==> config.mk <==
export PLATFORM = sky130hd
export DESIGN_NAME = facelet_sampler
export DESIGN_NICKNAME = d
export VERILOG_FILES = /design/src/rtl/facelet_pkg.sv /design/src/rtl/facelet_window_decode.sv /design/src/rtl/facelet_sampler.sv
export SDC_FILE = /design/constraint.sdc
export NUM_CORES = 2
export LEC_CHECK = 0
export ABC_AREA = 1
export CELL_PAD_IN_SITES_DETAIL_PLACEMENT = 1
export CELL_PAD_IN_SITES_GLOBAL_PLACEMENT = 1
export CORE_AREA = 2 2 520 522
export DETAILED_ROUTE_END_ITERATION = 8
export DIE_AREA = 0 0 522 524
export DONT_BUFFER_PORTS = 1
export PLACE_DENSITY_LB_ADDON = 0.1
export SLEW_MARGIN = 20
export SYNTH_ARGS = -nofsm -noshare
export SYNTH_HDL_FRONTEND = slang
export SYNTH_SLANG_ARGS = --single-unit
==> constraint.sdc <==
create_clock -name Clk -period 9 [get_ports Clk]
set_clock_uncertainty 0.15 [all_clocks]
set_input_delay 1.35 -clock Clk [delete_from_list [all_inputs] [get_ports Clk]]
set_output_delay 1.35 -clock Clk [all_outputs]
set_load 0.01 [all_outputs]
==> src/rtl/facelet_pkg.sv <==
// Shared definitions for the facelet capture sequencer.
// Holds the cube geometry constants, the sequencer state type and
// a helper that locates one facelet inside the packed colour vectors.
package facelet_pkg;

   localparam int unsigned NUM_FACES         = 6;
   localparam int unsigned FACELETS_PER_FACE = 9;
   localparam int unsigned NUM_FACELETS      = 54;
   localparam int unsigned CH_W              = 8;
   localparam int unsigned GRID_N            = 3;
   localparam int unsigned STORE_W           = NUM_FACELETS * CH_W;

   typedef enum logic [2:0] {
      IDLE,
      WAIT_SOF,
      ACCUM,
      COMMIT,
      DONE
   } sampler_state_t;

   // Facelet 0 sits in the top byte, so facelet i starts at bit 431 - 8i.
   function automatic int unsigned facelet_msb(input int unsigned i);
      return STORE_W - 1 - CH_W * i;
   endfunction

endpackage

==> src/rtl/facelet_window_decode.sv <==
// Maps a pixel coordinate onto one of the 3x3 sampling windows.
// Ports:
//   PixX, PixY : pixel column / row
//   in_win     : pixel lies inside some window
//   win_idx    : window index k = 3*row + col (valid when in_win)
module facelet_window_decode
   import facelet_pkg::*;
#(
   parameter int unsigned GRID_X0    = 200,
   parameter int unsigned GRID_Y0    = 120,
   parameter int unsigned GRID_PITCH = 80,
   parameter int unsigned WIN_LOG2   = 3
) (
   input  logic [9:0] PixX,
   input  logic [9:0] PixY,
   output logic       in_win,
   output logic [3:0] win_idx
);

   localparam int unsigned WIN  = 1 << WIN_LOG2;
   localparam int unsigned HALF = WIN / 2;

   logic [31:0]       px;
   logic [31:0]       py;
   logic [GRID_N-1:0] col_hit;
   logic [GRID_N-1:0] row_hit;

   assign px = 32'(PixX);
   assign py = 32'(PixY);

   // Window spans [centre - WIN/2, centre + WIN/2 - 1] on each axis.
   always_comb begin
      col_hit = '0;
      row_hit = '0;
      in_win  = 1'b0;
      win_idx = '0;
      for (int unsigned i = 0; i < GRID_N; i++) begin
         col_hit[i] = (px >= GRID_X0 + i * GRID_PITCH - HALF) &&
                      (px <= GRID_X0 + i * GRID_PITCH + HALF - 1);
         row_hit[i] = (py >= GRID_Y0 + i * GRID_PITCH - HALF) &&
                      (py <= GRID_Y0 + i * GRID_PITCH + HALF - 1);
      end
      for (int unsigned r = 0; r < GRID_N; r++) begin
         for (int unsigned c = 0; c < GRID_N; c++) begin
            if (row_hit[r] && col_hit[c]) begin
               in_win  = 1'b1;
               win_idx = 4'(r * GRID_N + c);
            end
         end
      end
   end

endmodule

==> src/rtl/facelet_sampler.sv <==
// Capture sequencer filling the 54-facelet RGB store for the VGA colour mapper.
// On a capture request it waits for a frame start, sums RGB over 9 grid
// windows for one whole frame, then writes the 9 averages into the chosen
// face's slots, one facelet per cycle.
// Ports:
//   Clk, Reset          : clock, synchronous active-high reset
//   frame_start         : first pixel of a camera frame
//   pix_valid, PixX/Y   : pixel strobe and coordinate
//   PixR/G/B            : pixel colour
//   capture_req,face_sel: capture request and target face (0-5)
//   Color_R/G/B         : packed colour store, facelet i at [431-8i -: 8]
//   busy, done, err     : status; done/err are one-cycle pulses
module facelet_sampler
   import facelet_pkg::*;
#(
   parameter int unsigned GRID_X0    = 200,
   parameter int unsigned GRID_Y0    = 120,
   parameter int unsigned GRID_PITCH = 80,
   parameter int unsigned WIN_LOG2   = 3
) (
   input  logic               Clk,
   input  logic               Reset,
   input  logic               frame_start,
   input  logic               pix_valid,
   input  logic [9:0]         PixX,
   input  logic [9:0]         PixY,
   input  logic [7:0]         PixR,
   input  logic [7:0]         PixG,
   input  logic [7:0]         PixB,
   input  logic               capture_req,
   input  logic [2:0]         face_sel,
   output logic [STORE_W-1:0] Color_R,
   output logic [STORE_W-1:0] Color_G,
   output logic [STORE_W-1:0] Color_B,
   output logic               busy,
   output logic               done,
   output logic               err
);

   localparam int unsigned ACC_W = CH_W + 2 * WIN_LOG2;

   sampler_state_t     state_q, state_d;
   logic [2:0]         face_q, face_d;
   logic [3:0]         idx_q, idx_d;
   logic [ACC_W-1:0]   acc_r_q [FACELETS_PER_FACE];
   logic [ACC_W-1:0]   acc_g_q [FACELETS_PER_FACE];
   logic [ACC_W-1:0]   acc_b_q [FACELETS_PER_FACE];
   logic [ACC_W-1:0]   acc_r_d [FACELETS_PER_FACE];
   logic [ACC_W-1:0]   acc_g_d [FACELETS_PER_FACE];
   logic [ACC_W-1:0]   acc_b_d [FACELETS_PER_FACE];
   logic [STORE_W-1:0] color_r_q, color_r_d;
   logic [STORE_W-1:0] color_g_q, color_g_d;
   logic [STORE_W-1:0] color_b_q, color_b_d;
   logic               busy_q, busy_d;
   logic               done_q, done_d;
   logic               err_q, err_d;

   logic               in_win;
   logic [3:0]         win_idx;
   logic               acc_en;
   int unsigned        fl_msb;

   facelet_window_decode #(
      .GRID_X0    (GRID_X0),
      .GRID_Y0    (GRID_Y0),
      .GRID_PITCH (GRID_PITCH),
      .WIN_LOG2   (WIN_LOG2)
   ) u_decode (
      .PixX    (PixX),
      .PixY    (PixY),
      .in_win  (in_win),
      .win_idx (win_idx)
   );

   assign acc_en = pix_valid && in_win;

   always_comb begin
      state_d   = state_q;
      face_d    = face_q;
      idx_d     = idx_q;
      acc_r_d   = acc_r_q;
      acc_g_d   = acc_g_q;
      acc_b_d   = acc_b_q;
      color_r_d = color_r_q;
      color_g_d = color_g_q;
      color_b_d = color_b_q;
      done_d    = 1'b0;
      err_d     = 1'b0;
      fl_msb    = facelet_msb(32'(face_q) * FACELETS_PER_FACE + 32'(idx_q));

      unique case (state_q)
         IDLE: begin
            if (capture_req) begin
               if (32'(face_sel) < NUM_FACES) begin
                  face_d  = face_sel;
                  acc_r_d = '{default: '0};
                  acc_g_d = '{default: '0};
                  acc_b_d = '{default: '0};
                  state_d = WAIT_SOF;
               end else begin
                  err_d = 1'b1;
               end
            end
         end
         WAIT_SOF: begin
            // The frame_start cycle carries the frame's first pixel.
            if (frame_start) begin
               state_d = ACCUM;
               if (acc_en) begin
                  acc_r_d[win_idx] = acc_r_q[win_idx] + ACC_W'(PixR);
                  acc_g_d[win_idx] = acc_g_q[win_idx] + ACC_W'(PixG);
                  acc_b_d[win_idx] = acc_b_q[win_idx] + ACC_W'(PixB);
               end
            end
         end
         ACCUM: begin
            // The next frame's first pixel is not part of this frame.
            if (frame_start) begin
               state_d = COMMIT;
               idx_d   = '0;
            end else if (acc_en) begin
               acc_r_d[win_idx] = acc_r_q[win_idx] + ACC_W'(PixR);
               acc_g_d[win_idx] = acc_g_q[win_idx] + ACC_W'(PixG);
               acc_b_d[win_idx] = acc_b_q[win_idx] + ACC_W'(PixB);
            end
         end
         COMMIT: begin
            color_r_d[fl_msb -: CH_W] = CH_W'(acc_r_q[idx_q] >> (2 * WIN_LOG2));
            color_g_d[fl_msb -: CH_W] = CH_W'(acc_g_q[idx_q] >> (2 * WIN_LOG2));
            color_b_d[fl_msb -: CH_W] = CH_W'(acc_b_q[idx_q] >> (2 * WIN_LOG2));
            idx_d = idx_q + 4'd1;
            if (32'(idx_q) == FACELETS_PER_FACE - 1) begin
               state_d = DONE;
            end
         end
         DONE: begin
            done_d  = 1'b1;
            state_d = IDLE;
         end
         default: state_d = IDLE;
      endcase

      busy_d = (state_d != IDLE);
   end

   always_ff @(posedge Clk) begin
      if (Reset) begin
         state_q   <= IDLE;
         face_q    <= '0;
         idx_q     <= '0;
         acc_r_q   <= '{default: '0};
         acc_g_q   <= '{default: '0};
         acc_b_q   <= '{default: '0};
         color_r_q <= '0;
         color_g_q <= '0;
         color_b_q <= '0;
         busy_q    <= 1'b0;
         done_q    <= 1'b0;
         err_q     <= 1'b0;
      end else begin
         state_q   <= state_d;
         face_q    <= face_d;
         idx_q     <= idx_d;
         acc_r_q   <= acc_r_d;
         acc_g_q   <= acc_g_d;
         acc_b_q   <= acc_b_d;
         color_r_q <= color_r_d;
         color_g_q <= color_g_d;
         color_b_q <= color_b_d;
         busy_q    <= busy_d;
         done_q    <= done_d;
         err_q     <= err_d;
      end
   end

   assign Color_R = color_r_q;
   assign Color_G = color_g_q;
   assign Color_B = color_b_q;
   assign busy    = busy_q;
   assign done    = done_q;
   assign err     = err_q;

endmodule

==> impl_metrics.csv <==
group,metric,value,unit
outcome,status,"finished clean",
logic_synthesis,syn_area,68100,sq um
drt,route.detailed.drc,0,
die,rows,190,
pwr,seqPwrFrac,43.3,%
pwr,netSwitchingFraction,26.9,%
placement,dpl-instance-area,71600,sq um
die,die_w,522,um
sta,fin_crit,6500,ps
pwr,p_sw,4.66,mW
grt,antenna_found_initial,34,
die,coreArea,267000,sq um
cts,cts-resized-gates,0,
drt,wl_met2,206000,um
critical_path,start_kind,"flop",
critical_path,path_cells,"ha_1, ha_4, ha_4, or2_1, nand3_2, nand2_2, buf_4, nor2_4, nand3_1, nor2_1, nand2_1, nor2_1, nand2_1, clkinv_1, a21oi_1, o21a_1",
drt,vias,65700,
worst_hold_path,hold_class,"reg2reg",
drt,first_iter_violations,5129,
pwr,irDropWorstVdd,0.155,mV
logic_synthesis,ys_types,55,
critical_path,path_class,"reg2reg",
grt,grt_pass1_vias,63800,
pwr,p_comb_share,7.0,%
cts,cts_htree_levels,4,
layout,stdcell_area,78700,sq um
logic_synthesis,syn-num-nets,9046,
sta,fin_ws,2500,ps
critical_path,crit_fanout,60,
logic_synthesis,postSynthCellCount,8952,
sta,finalHoldViolations,0,
pwr,leakagePower,29.1,nW
placement,port_buffers,0,
critical_path,slowest_delay,1030,ps
cts,cts_setup_buffers,0,
logic_synthesis,ys_async_sr_fraction,0,%
cts,clk_pin_slew_worst_paths,60,ps
sta,hold_ws,315,ps
sta,timing.fmax,154,MHz
drt,routed_via_density,5.30,
cts,hold_buffers,0,
sta,finalSetupViolCount,0,
layout,syn_to_final_growth,15.6,%
critical_path,worstPathArrival,7190,ps
critical_path,cp_data_required_time,9690,ps
grt,grt_first_pass_wirelength,573000,um
drt,routed.top_layer,"met5",
drt,m1WireLength,165000,um
logic_synthesis,synth.avg_cell_area,7.61,sq um
drt,wl,434000,um
sta,drv_slew,0,
pwr,clock_power_share,49.7,%
sta,tightest_slew,1200,ps
placement,routabilityCongestion,0.885,
sta,fin_crit_sh,72.2,%
critical_path,cpMaxStageDelayCell,"clkinv_1",
logic_synthesis,synth_top_flop_cell,"dfxtp_1",
die,top_level_ports,1351,
cts,cts_tree,"built",
die,dieArea,274000,sq um
logic_synthesis,synth_top_area_share,49.6,%
placement,dp_hpwl,315000,um
pwr,internal-power,12.6,mW
layout,fin_util,29.4,%
sta,fin_setup_tns,0,ps
grt,grt_max_degree,726,
logic_synthesis,synth_area_leaders,"dfxtp_1 (50%), a21oi_1 (11%), o21ai_0 (7.9%)",
sta,max_slew_margin,19.9,%
cts,clk_latency,930,ps
critical_path,cp.buffers_inverters,2,
die,die_h,524,um
layout,nets,8766,
drt,drt_pass1_iterations,6,
drt,wl_met3,40300,um
flow_run,cap_viol_max_count,0,
logic_synthesis,yosys.area.top_type,"dfxtp_1",
layout,drive_gt1_share,8.20,%
grt,grt-ovfl-total,0,
cts,cts-root-buf,"clkbuf_16",
logic_synthesis,ys_warn_count,0,
logic_synthesis,yosysSeqAreaShare,49.6,%
drt,antenna_left,0,
placement,dp_slack,1760,ps
logic_synthesis,synth_seq_cells,1687,
grt,grt_usage,30.2,%
cts,clkSinkCount,1687,
die,start_util,25.5,%
critical_path,path_delay_family,"simple AND/OR/NAND/NOR gates",
drt,routedWlPerCell,35.0,um
critical_path,cp-end-kind,"flop",
pwr,power.density,220,nW/um^2
cts,cts_buffer_depth,4,
logic_synthesis,synth-edff-count,0,
sta,grt_setup_unrepaired,"no",
cts,cts_made_buffers,207,
==> worst paths after layout <==
kind / from / end / slack [ps] / cells after the start
setup reg to reg: idx_q[1]$_SDFFE_PP0P_ / Color_B[106]$_SDFFE_PP0P_ / 2500 / 16
hold / removal: acc_g_q[116]$_SDFFE_PP0P_ / acc_g_q[116]$_SDFFE_PP0P_ / 310 / 2
hold reg to reg: acc_g_q[116]$_SDFFE_PP0P_ / acc_g_q[116]$_SDFFE_PP0P_ / 310 / 2
setup / recovery: idx_q[1]$_SDFFE_PP0P_ / Color_B[106]$_SDFFE_PP0P_ / 2500 / 16
==> layout by cell type (no fill, tap or decap), types with 56 or more instances in the layout <==
| cell | synthesis | layout |
|---|---|---|
| dfxtp_1 | 1687 | 1685 |
| a21oi_1 | 1540 | 1538 |
| nand2_1 | 1221 | 1218 |
| o21ai_0 | 1079 | 1079 |
| nor2_1 | 1031 | 997 |
| inv_1 | 565 | 557 |
| o21a_1 | 315 | 315 |
| nand3_1 | 280 | 279 |
| clkbuf_16 | 0 | 209 |
| buf_4 | 13 | 163 |
| nand4_1 | 64 | 64 |
| clkbuf_8 | 0 | 57 |
| o22ai_1 | 56 | 56 |
==> registers in the layout, indices dropped and copies added, names as in the netlist, 3 cells and up <==
signal   count
Color_B    432
Color_G    432
Color_R    432
acc_b_q    126
acc_g_q    126
acc_r_q    126
face_q       3
idx_q        4
state_q      3
==> worst min-delay path, stage by stage (launching register included) <==
cell and delay [ps]:
dfxtp_1 310, nand2_1 60, a21oi_1 50
==> power groups by stage <==
stage / logic (mW) / registers [mW] / clock network (mW)
after floorplan: 0.615 / 7.66 / 0
after global placement: 1.13 / 7.66 / 0
after detailed placement: 1.14 / 7.66 / 0
after CTS: 1.14 / 7.50 / 8.75
after global routing: 1.25 / 7.50 / 9.03
final: 1.20 / 7.50 / 8.60
==> kinds of logic (layout without fill, tap and decap cells) <==
group / after synthesis / count (layout) / share of synthesized area [%]
compound gates: 3127 / 3127 / 24.8
simple gates: 2780 / 2780 / 17.0
flops: 1687 / 1687 / 49.6
buf+inv: 1301 / 1179 / 7.60
fa+ha+maj: 42 / 42 / 0.816
xor+xnor: 14 / 14 / 0.202
mux: 1 / 1 / 0.0147
other cells: 0 / 28 / 0
==> metal layers <==
| layer | track usage, % | vias up |
|---|---|---|
| met5 | 0 | - |
| met4 | 13.9 | 4 |
| met3 | 10.2 | 564 |
| met2 | 50.9 | 2374 |
| met1 | 34.4 | 33400 |
| li1 | - | 29400 |
==> per-stage QoR <==
stage                     std cells  total power, mW
final                         12400             17.3
after global routing          12400             17.8
after CTS                     12400             17.4
after detailed placement      12000             8.80
after global placement        12000             8.80
after floorplan                8952             8.27
==> synth_stat cells, types with 5 or more instances <==
cell type	n
o31ai_1	7
buf_2	180
inv_1	565
nor2_2	30
a211oi_1	12
o211a_1	10
nor2_4	16
o221a_2	8
buf_4	13
nor4_1	5
dfxtp_1	1687
o21a_1	315
or2_2	13
nand3b_1	29
nor2_1	1031
nand3_2	6
clkbuf_2	5
inv_2	37
nand4_2	7
nand2_1	1221
o221ai_1	19
o21ai_0	1079
a31oi_1	10
nand2_2	19
nand4_1	64
clkbuf_1	426
nand3_1	280
o21ai_1	22
xnor2_1	9
clkinv_1	27
o22ai_1	56
o211ai_1	33
buf_1	46
ha_1	38
a221oi_1	6
nor3_1	46
a21oi_1	1540
==> cell type report <==
type	instances	area, sq um
flip-flops and latches	1687	33800
repair buffers	183	1650
well taps	3552	4440
clock buffers	309	6180
multi-input cells	5964	29600
fillers	31800	189000
clock inverters	58	641
inverters	629	2380
diodes	28	70.1
Power figures use the tool's default switching activity.
